### config.mk
export PLATFORM = sky130hd
export DESIGN_NAME = count_watch_flat
export DESIGN_NICKNAME = d
export VERILOG_FILES = /design/src/rtl/count_pkg.sv /design/src/rtl/count_watch_if.sv /design/src/rtl/event_fifo.sv /design/src/rtl/count_watch.sv /design/src/flat_wrapper.sv
export SDC_FILE = /design/constraint.sdc
export NUM_CORES = 1
export LEC_CHECK = 0
export BUFFER_PORTS_ARGS = -buffer_cell sky130_fd_sc_hd__buf_2
export CORE_ASPECT_RATIO = 0.75
export CORE_MARGIN = 8
export CORE_UTILIZATION = 25
export CTS_BUF_LIST = sky130_fd_sc_hd__clkbuf_2 sky130_fd_sc_hd__clkbuf_4 sky130_fd_sc_hd__clkbuf_8
export DETAILED_ROUTE_END_ITERATION = 7
export SKIP_LAST_GASP = 1
export SLEW_MARGIN = 20
export SYNTH_ARGS = -nofsm -noshare
export SYNTH_HDL_FRONTEND = slang
export SYNTH_SLANG_ARGS = --single-unit
### constraint.sdc
create_clock -name clk -period 2.3 [get_ports clk]
set_input_delay 0.575 -clock clk [delete_from_list [all_inputs] [get_ports clk]]
set_output_delay 0.575 -clock clk [all_outputs]
set_load 0.01 [all_outputs]
### src/rtl/count_pkg.sv
// Shared definitions for the count_watch monitor: event codes and
// classifier state encoding.
package count_pkg;

  localparam logic [1:0] EV_NONE = 2'b00;
  localparam logic [1:0] EV_WRAP = 2'b01;
  localparam logic [1:0] EV_JUMP = 2'b10;
  localparam logic [1:0] EV_HOLD = 2'b11;

  typedef enum logic [1:0] {
    ST_INIT = 2'd0,
    ST_RUN  = 2'd1,
    ST_HELD = 2'd2
  } state_t;

endpackage

### src/rtl/count_watch_if.sv
// Bundle of the watched count input and the event/status outputs.
// master: the monitor; slave: the counter source plus event consumer.
interface count_watch_if #(
  parameter int WIDTH = 4,
  parameter int DEPTH = 4
);
  localparam int LW = $clog2(DEPTH) + 1;

  logic [WIDTH-1:0] a_in;
  logic             ev_valid;
  logic             ev_ready;
  logic [1:0]       ev_code;
  logic [WIDTH-1:0] ev_value;
  logic [7:0]       wrap_cnt;
  logic             overflow;
  logic [LW-1:0]    fifo_level;

  modport master (
    input  a_in, ev_ready,
    output ev_valid, ev_code, ev_value, wrap_cnt, overflow, fifo_level
  );

  modport slave (
    output a_in, ev_ready,
    input  ev_valid, ev_code, ev_value, wrap_cnt, overflow, fifo_level
  );
endinterface

### src/rtl/event_fifo.sv
// Synchronous show-ahead FIFO. The head is presented combinationally and
// reads as zero while empty. A push into a full FIFO is accepted only when
// a pop frees the slot on the same edge.
module event_fifo #(
  parameter int W     = 6,
  parameter int DEPTH = 4,
  localparam int AW   = $clog2(DEPTH),
  localparam int LW   = AW + 1
) (
  input  logic          clk,
  input  logic          rst,
  input  logic          push,
  input  logic [W-1:0]  din,
  input  logic          pop,
  output logic [W-1:0]  dout,
  output logic          full,
  output logic          empty,
  output logic [LW-1:0] level
);

  logic [W-1:0]  mem [DEPTH];
  logic [AW-1:0] wr_ptr;
  logic [AW-1:0] rd_ptr;
  logic          do_pop;
  logic          do_push;

  assign empty   = (level == '0);
  assign full    = (level == LW'(DEPTH));
  assign do_pop  = pop && !empty;
  assign do_push = push && (!full || do_pop);
  assign dout    = empty ? '0 : mem[rd_ptr];

  // Pointer and occupancy bookkeeping; pointers wrap since DEPTH is 2^n.
  always_ff @(posedge clk or posedge rst) begin
    if (rst) begin
      wr_ptr <= '0;
      rd_ptr <= '0;
      level  <= '0;
    end else begin
      if (do_push) wr_ptr <= wr_ptr + 1'b1;
      if (do_pop)  rd_ptr <= rd_ptr + 1'b1;
      if (do_push && !do_pop)      level <= level + 1'b1;
      else if (do_pop && !do_push) level <= level - 1'b1;
    end
  end

  // Storage needs no reset; it is masked by empty on the read side.
  always_ff @(posedge clk) begin
    if (do_push) mem[wr_ptr] <= din;
  end

endmodule

### src/rtl/count_watch.sv
// Monitor for a free-running counter: classifies each sampled transition,
// queues non-increment events, and keeps a wrap tally and overflow flag.
//
// state   | meaning
// --------+---------------------------------------------------------
// ST_INIT | first edge after reset: capture prev, no event
// ST_RUN  | comparing samples; a repeat value emits HOLD
// ST_HELD | value repeating; further repeats are silent
module count_watch
  import count_pkg::*;
#(
  parameter int WIDTH = 4,
  parameter int DEPTH = 4
) (
  input  logic         clk,
  input  logic         rst,
  count_watch_if.master bus
);

  localparam int LW = $clog2(DEPTH) + 1;

  state_t           state, state_d;
  logic [WIDTH-1:0] prev;
  logic             ev_det;
  logic [1:0]       code_d;
  logic             is_wrap;
  logic             fifo_full;
  logic             fifo_empty;
  logic             pop_now;
  logic [WIDTH+1:0] head;
  logic [LW-1:0]    level;

  // Classify the current sample against prev and pick the next state.
  always_comb begin
    state_d = state;
    ev_det  = 1'b0;
    code_d  = EV_NONE;
    is_wrap = 1'b0;
    case (state)
      ST_INIT: state_d = ST_RUN;
      ST_RUN, ST_HELD: begin
        if (prev != '1 && bus.a_in == WIDTH'(prev + 1'b1)) begin
          state_d = ST_RUN;
        end else if (prev == '1 && bus.a_in == '0) begin
          ev_det  = 1'b1;
          code_d  = EV_WRAP;
          is_wrap = 1'b1;
          state_d = ST_RUN;
        end else if (bus.a_in == prev) begin
          if (state == ST_RUN) begin
            ev_det = 1'b1;
            code_d = EV_HOLD;
          end
          state_d = ST_HELD;
        end else begin
          ev_det  = 1'b1;
          code_d  = EV_JUMP;
          state_d = ST_RUN;
        end
      end
      default: state_d = ST_INIT;
    endcase
  end

  assign pop_now = bus.ev_ready && !fifo_empty;

  // State, sample history, wrap tally and sticky drop flag.
  always_ff @(posedge clk or posedge rst) begin
    if (rst) begin
      state        <= ST_INIT;
      prev         <= '0;
      bus.wrap_cnt <= '0;
      bus.overflow <= 1'b0;
    end else begin
      state <= state_d;
      prev  <= bus.a_in;
      if (is_wrap && bus.wrap_cnt != 8'hFF) bus.wrap_cnt <= bus.wrap_cnt + 1'b1;
      if (ev_det && fifo_full && !pop_now) bus.overflow <= 1'b1;
    end
  end

  event_fifo #(.W(WIDTH + 2), .DEPTH(DEPTH)) u_fifo (
    .clk   (clk),
    .rst   (rst),
    .push  (ev_det),
    .din   ({code_d, bus.a_in}),
    .pop   (bus.ev_ready),
    .dout  (head),
    .full  (fifo_full),
    .empty (fifo_empty),
    .level (level)
  );

  assign bus.ev_valid   = !fifo_empty;
  assign bus.ev_code    = head[WIDTH+1:WIDTH];
  assign bus.ev_value   = head[WIDTH-1:0];
  assign bus.fifo_level = level;

endmodule
### src/flat_wrapper.sv
// flat-port wrapper written by rule: the top's interface ports become plain ports
module count_watch_flat import count_pkg::*;
#(
  parameter int WIDTH = 4,
  parameter int DEPTH = 4
)
  (clk, rst, bus_a_in, bus_ev_ready, bus_ev_valid, bus_ev_code, bus_ev_value, bus_wrap_cnt, bus_overflow, bus_fifo_level);
  count_watch_if #(.WIDTH(WIDTH), .DEPTH(DEPTH)) bus_i ();
  input  logic clk;
  input  logic rst;
  input wire logic [$bits(bus_i.a_in)-1:0] bus_a_in;
  input wire logic [$bits(bus_i.ev_ready)-1:0] bus_ev_ready;
  output wire logic [$bits(bus_i.ev_valid)-1:0] bus_ev_valid;
  output wire logic [$bits(bus_i.ev_code)-1:0] bus_ev_code;
  output wire logic [$bits(bus_i.ev_value)-1:0] bus_ev_value;
  output wire logic [$bits(bus_i.wrap_cnt)-1:0] bus_wrap_cnt;
  output wire logic [$bits(bus_i.overflow)-1:0] bus_overflow;
  output wire logic [$bits(bus_i.fifo_level)-1:0] bus_fifo_level;
  assign bus_i.a_in = bus_a_in;
  assign bus_i.ev_ready = bus_ev_ready;
  assign bus_ev_valid = bus_i.ev_valid;
  assign bus_ev_code = bus_i.ev_code;
  assign bus_ev_value = bus_i.ev_value;
  assign bus_wrap_cnt = bus_i.wrap_cnt;
  assign bus_overflow = bus_i.overflow;
  assign bus_fifo_level = bus_i.fifo_level;
  count_watch #(.WIDTH(WIDTH), .DEPTH(DEPTH)) u_core (.clk(clk), .rst(rst), .bus(bus_i));
endmodule
# Yosys cells after proc, flatten, opt, wreduce, memory -nomap -nowiden
# Memories as Yosys holds them, arrays and structs flattened.
# Cells that the tools add are included.
# word_totals
ff_bits,22
ramBits,24
output_inout_bits,19
memories,1
# memory_table
memory,words,width,rd,rd_clocked_by_memory_dff,wr,line,rtl
u_core.u_fifo.mem,4,6,1,0,1,event_fifo.sv:21,logic [W-1:0] mem [DEPTH];
# op_classes
n_addsub,6
n_eq_ne,8
mux,22
n_reduce_logical,19
# op_table
cell,count
$mux W2,8
$mux W1,10
$logic_and A1 B1 Y1,9
$add A8 B1 Y8 const B,1
$eq A4 B4 Y1,2
$ne A8 B8 Y1 const B,1
$mux W3,2
$mux W6,1
$add A2 B1 Y2 const B,2
$add A4 B1 Y4 const B,1
$eq A4 B4 Y1 const B,1
$logic_not A1 Y1,4
$logic_not A4 Y1,1
$ne A4 B4 Y1 const B,1
$pmux W2 S2,1
$add A3 B1 Y3 const B,1
$eq A3 B3 Y1 const B,1
$logic_not A3 Y1,1
$sub A3 B1 Y3 const B,1
$eq A2 B1 Y1 const B,1
$eq A2 B2 Y1 const B,1
$logic_not A2 Y1,1
$reduce_bool A2 Y1,1
$reduce_or A2 Y1,1
$logic_or A1 B1 Y1,1

# Logic depth before layout (Yosys ltp)
# depth
depth_word,11
depth_mapped,11

# Hierarchy
# From an unflattened synthesis, not the netlist that was laid out.
# hier_totals
cells_unflattened,150
hier_area_um2,2187.1
# modules_own_cells
module,instances,cells_each,area_each_um2,seq_area_each_um2
event_fifo,1,76,1350.0,895.9
count_watch,1,74,837.1,375.4

# Worst setup path before layout
# OpenSTA, ideal clock, no wires.
# synth_timing
path_type,input-to-reg
from,input port bus_a_in[3]
to,register u_core.u_fifo.level[1]
setup_time_ns,0.125
arrival_ns,2.495
required_ns,2.175
setup_slack_ns,-0.319
stages,8
cell_sequence,xor2_1 -> or4b_4 -> nor2_2 -> nor3_4 -> ha_1 -> inv_1 -> fa_1 -> mux2_2
# synth_between
elab_chain_cells,9
# synth_rtl
element,line,rtl
start: declaration,flat_wrapper.sv:11,input wire logic [$bits(bus_i.a_in)-1:0] bus_a_in;
$eq A4 B4 Y1 or $logic_not A4 Y1 (tied branches),"count_watch.sv:49, count_watch.sv:44",
$mux W1 or $logic_and A1 B1 Y1 (tied branches),"count_watch.sv:49, count_watch.sv:44",
$mux W1,count_watch.sv:44,end else if (prev == '1 && bus.a_in == '0) begin
$mux W1 *,count_watch.sv:42,if (prev != '1 && bus.a_in == WIDTH'(prev + 1'b1)) begin
$mux W1 *,count_watch.sv:39,case (state)
$logic_and A1 B1 Y1 *,event_fifo.sv:30,assign do_push = push && (!full || do_pop);
net u_core.u_fifo.do_push,event_fifo.sv:25,logic do_push;
$logic_not A1 Y1,event_fifo.sv:43,else if (do_pop && !do_push) level <= level - 1'b1;
$logic_and A1 B1 Y1,event_fifo.sv:43,
$reduce_bool A2 Y1 (no line),n/a,
end signal: assignment,event_fifo.sv:42,if (do_push && !do_pop) level <= level + 1'b1;
end signal: assignment,event_fifo.sv:43,
end: declaration,event_fifo.sv:18,output logic [LW-1:0] level
# The timed path passes the listed nets; every way through them passes the cells marked *.
# A chain may end at the register's enable or synchronous reset.

# Final worst setup path
# layout_timing
from,register u_core.prev[0]
to,register u_core.u_fifo.level[1]
# layout_between
elab_chain_cells,9
# layout_rtl
element,line,rtl
start: declaration,count_watch.sv:23,logic [WIDTH-1:0] prev;
start signal: assignment,count_watch.sv:76,prev <= bus.a_in;
"$add A4 B1 Y4, or another cell as far along",count_watch.sv:42,
"$eq A4 B4 Y1, or another cell as far along",count_watch.sv:42,
$logic_and A1 B1 Y1 or $mux W1 (tied branches),"count_watch.sv:42, count_watch.sv:44",
$mux W1 *,count_watch.sv:42,
$mux W1 *,count_watch.sv:39,
$logic_and A1 B1 Y1 *,event_fifo.sv:30,
net u_core.u_fifo.do_push,event_fifo.sv:25,
$logic_not A1 Y1,event_fifo.sv:43,
$logic_and A1 B1 Y1,event_fifo.sv:43,
$reduce_bool A2 Y1 (no line),n/a,
# Marked as above.

==> qor.csv <==
metric,value,unit
ys_ff_latch,46,
tightest_slew,0.344,ns
setup_viol,2,
violations,setup timing,
core_area,8270,sq um
cp.required,2.49,ns
netlist.area_leader.share,0.345,
criticalPathCategory,reg -> reg,
setup_slack,-0.164,ns
nFillCells,834,
vias_per_cell,4.08,
cts_buffers,5,
maxSlewViolCount,0,
cts_tree,yes,
final_net_count,214,
io_buffers,25,
synth.avg_cell_area,14.9,sq um
ys_top_cells_by_area,"edfxtp_1, dfrtp_1, mux4_2, ha_1, xnor2_1",
clk_latency,0.30,ns
max-vdd-ir-drop,0.492,mV
wl_per_cell,13.1,um
synth-seq-area-share,0.608,
crit_arrival,2.66,ns
fin_crit_sh,1.07,
clock.fmax,0.406,GHz
grt_usage,0.0751,
drt_iter0_drc,35,
syn_inst,140,
drtAntennaViolNets,0,
drt_wl_total,4000,um
grt_pass1_vias,1372,
io_pins,26,
area_growth,28.0,%
powerDensity,1170,nW/um^2
die-height,95.2,um
slew_headroom,0.771,
leakage,1.14,nW
place_congestion,0.749,
yosys.cell_types.count,31,
timing.final.crit_period,2.46,ns
cts-htree-levels,2,
cts_root_buf,clkbuf_8,
dieArea,11600,sq um
fin_util,0.323,
rsz0062_at_grt,yes,
synth_nets,158,
drive_gt1_frac,0.421,
setup_tns,-0.221,ns
ys.warnings.count,0,
path_max_fanout,3,
antennaDiodeCount,0,
grt_max_degree,23,
finClkSkew,0.00204,ns
hold_viol_final,0,
synth_top_cell_by_area,edfxtp_1,
ctsHoldBuffers,0,
overflow,0,
worst_hold_path_type,in -> async,
dp_hpwl,3010,um
syn_area,2090,sq um
cts_sinks,46,
route.detailed.drc,0,
status,finished with violations,
cp-start-kind,register,
firstDrtPassIters,4,
grt_pass1_wl,6730,um
cts_buffer_depth,2,
chipWidth,122,um
antenna_found_initial,0,
clk_pin_slew_worst_paths,0.10,ns
maxCapViolCount,0,
crit_path_end_kind,register,
fp-row-count,29,
start_util,0.253,
vias,1245,
-- per-layer routing --
layer / vias up / track usage / wire [um]
met5: - / 0 / 0
met4: 0 / 0.0215 / 36
met3: 5 / 0.0237 / 149
met2: 16 / 0.127 / 1910
met1: 620 / 0.0905 / 1900
li1: 604 / - / -
-- critical path, cell delays in order (launching register included) --
cell and delay [ns]:
dfrtp_1 0.41, buf_4 0.14, xor2_1 0.16, or4b_4 0.54, nor2_4 0.15, nor3_4 0.05
ha_2 0.19, inv_2 0.05, fa_1 0.39, mux2_2 0.26
-- worst paths after layout --
path	startpoint	endpoint	slack, ns	cells past startpoint
worst max-delay path	u_core.prev[0]	u_core.u_fifo.level[1]	-0.16	9
worst min-delay path	rst	u_core.u_fifo.level[1]	0.29	3
worst max register to register	u_core.prev[0]	u_core.u_fifo.level[1]	-0.16	9
worst min register to register	u_core.bus.overflow	u_core.bus.overflow	0.46	1
max in group asynchronous	rst	u_core.u_fifo.rd_ptr[0]	1.77	3
min in group clk	u_core.bus.overflow	u_core.bus.overflow	0.46	1
-- sequential cells by signal (all words and copies together) (netlist names) --
register / count
u_core.bus.overflow: 1
u_core.u_fifo.rd_ptr: 2
u_core.state: 2
u_core.prev: 4
u_core.u_fifo.mem: 24
u_core.bus.wrap_cnt: 8
u_core.u_fifo.level: 3
u_core.u_fifo.wr_ptr: 2
-- cell type report --
class | instances | area [sq um] | share of cell area
clock inverters | 3 | 28.8 | 0.0108
flip-flops and latches | 46 | 1270 | 0.476
well taps | 108 | 135 | 0.0505
multi-input cells | 83 | 792 | 0.296
inverters | 8 | 30.0 | 0.0112
clock buffers | 5 | 68.8 | 0.0257
repair buffers | 52 | 348 | 0.130
-- placed cells by master (no fill, tap or decap), drive strengths merged --
cell / instances
a211oi: 1
a21o: 1
a21oi: 1
a22oi: 1
and2: 10
and3: 1
buf: 52
clkbuf: 5
clkinv: 1
dfrtp: 22
edfxtp: 24
fa: 1
ha: 10
inv: 10
mux2: 3
mux4: 6
nand2: 4
nand3: 5
nand4: 2
nor2: 8
nor3: 3
nor4: 1
nor4b: 1
o2111ai: 1
o41ai: 1
or3: 1
or4b: 1
xnor2: 12
xor2: 8
-- stage by stage --
| stage | std cells | hold slack [ns] | cell area, sq um | power (mW) | worst slack (ns) |
|---|---|---|---|---|---|
| finish | 305 | 0.292 | 2680 | 3.13 | -0.164 |
| global route | 305 | 0.314 | 2680 | 3.36 | -0.298 |
| CTS | 305 | 0.301 | 2650 | 3.11 | -0.181 |
| detailed placement | 295 | 0.439 | 2530 | 2.54 | -0.324 |
| global placement | 295 | 0.441 | 2530 | 2.51 | -0.310 |
| floorplan | 140 | 0.493 | 2100 | 2.04 | -0.216 |
-- power breakdown --
part           leakage [nW]  internal (mW)  total [mW]  switching (mW)
clock network        0.0506          0.228       0.537           0.309
registers             0.496           1.13        1.26           0.131
logic                 0.594          0.746        1.33           0.587
total                  1.14           2.10        3.13            1.03
-- kinds of logic after synthesis --
group                    Yosys count  synth area share
AO/OA/AOI/OAI                      6            0.0305
flip-flops                        46             0.608
multiplexers                       9            0.0826
XOR/XNOR                          20            0.0838
AND/OR/NAND/NOR                   37             0.105
buffers and inverters             11            0.0198
adder cells (fa/ha/maj)           11            0.0695
-- synth_stat cells --
| master | n |
|---|---|
| nor2_1 | 7 |
| nor3_4 | 1 |
| nand2_1 | 4 |
| and2_2 | 3 |
| or4b_4 | 1 |
| o2111ai_1 | 1 |
| nor4_1 | 1 |
| a21oi_1 | 1 |
| mux2_2 | 2 |
| nor3_1 | 2 |
| and2_1 | 7 |
| mux4_2 | 6 |
| dfrtp_1 | 22 |
| xor2_1 | 8 |
| xnor2_1 | 12 |
| nand3_1 | 5 |
| nor4b_1 | 1 |
| ha_1 | 10 |
| a22oi_1 | 1 |
| fa_1 | 1 |
| and3_2 | 1 |
| a211oi_1 | 1 |
| o41ai_4 | 1 |
| mux2_4 | 1 |
| clkbuf_1 | 3 |
| inv_1 | 8 |
| a21o_1 | 1 |
| nand4_1 | 2 |
| edfxtp_1 | 24 |
| nor2_2 | 1 |
| or3_1 | 1 |
-- repair_timing --
item | in CTS | in global routing
pin swaps | 0 | 2
buffers inserted | 2 | 1
endpoints found under the setup margin | 5 | 31
gates resized for setup | 0 | 9
Power figures use the tool's default switching activity.
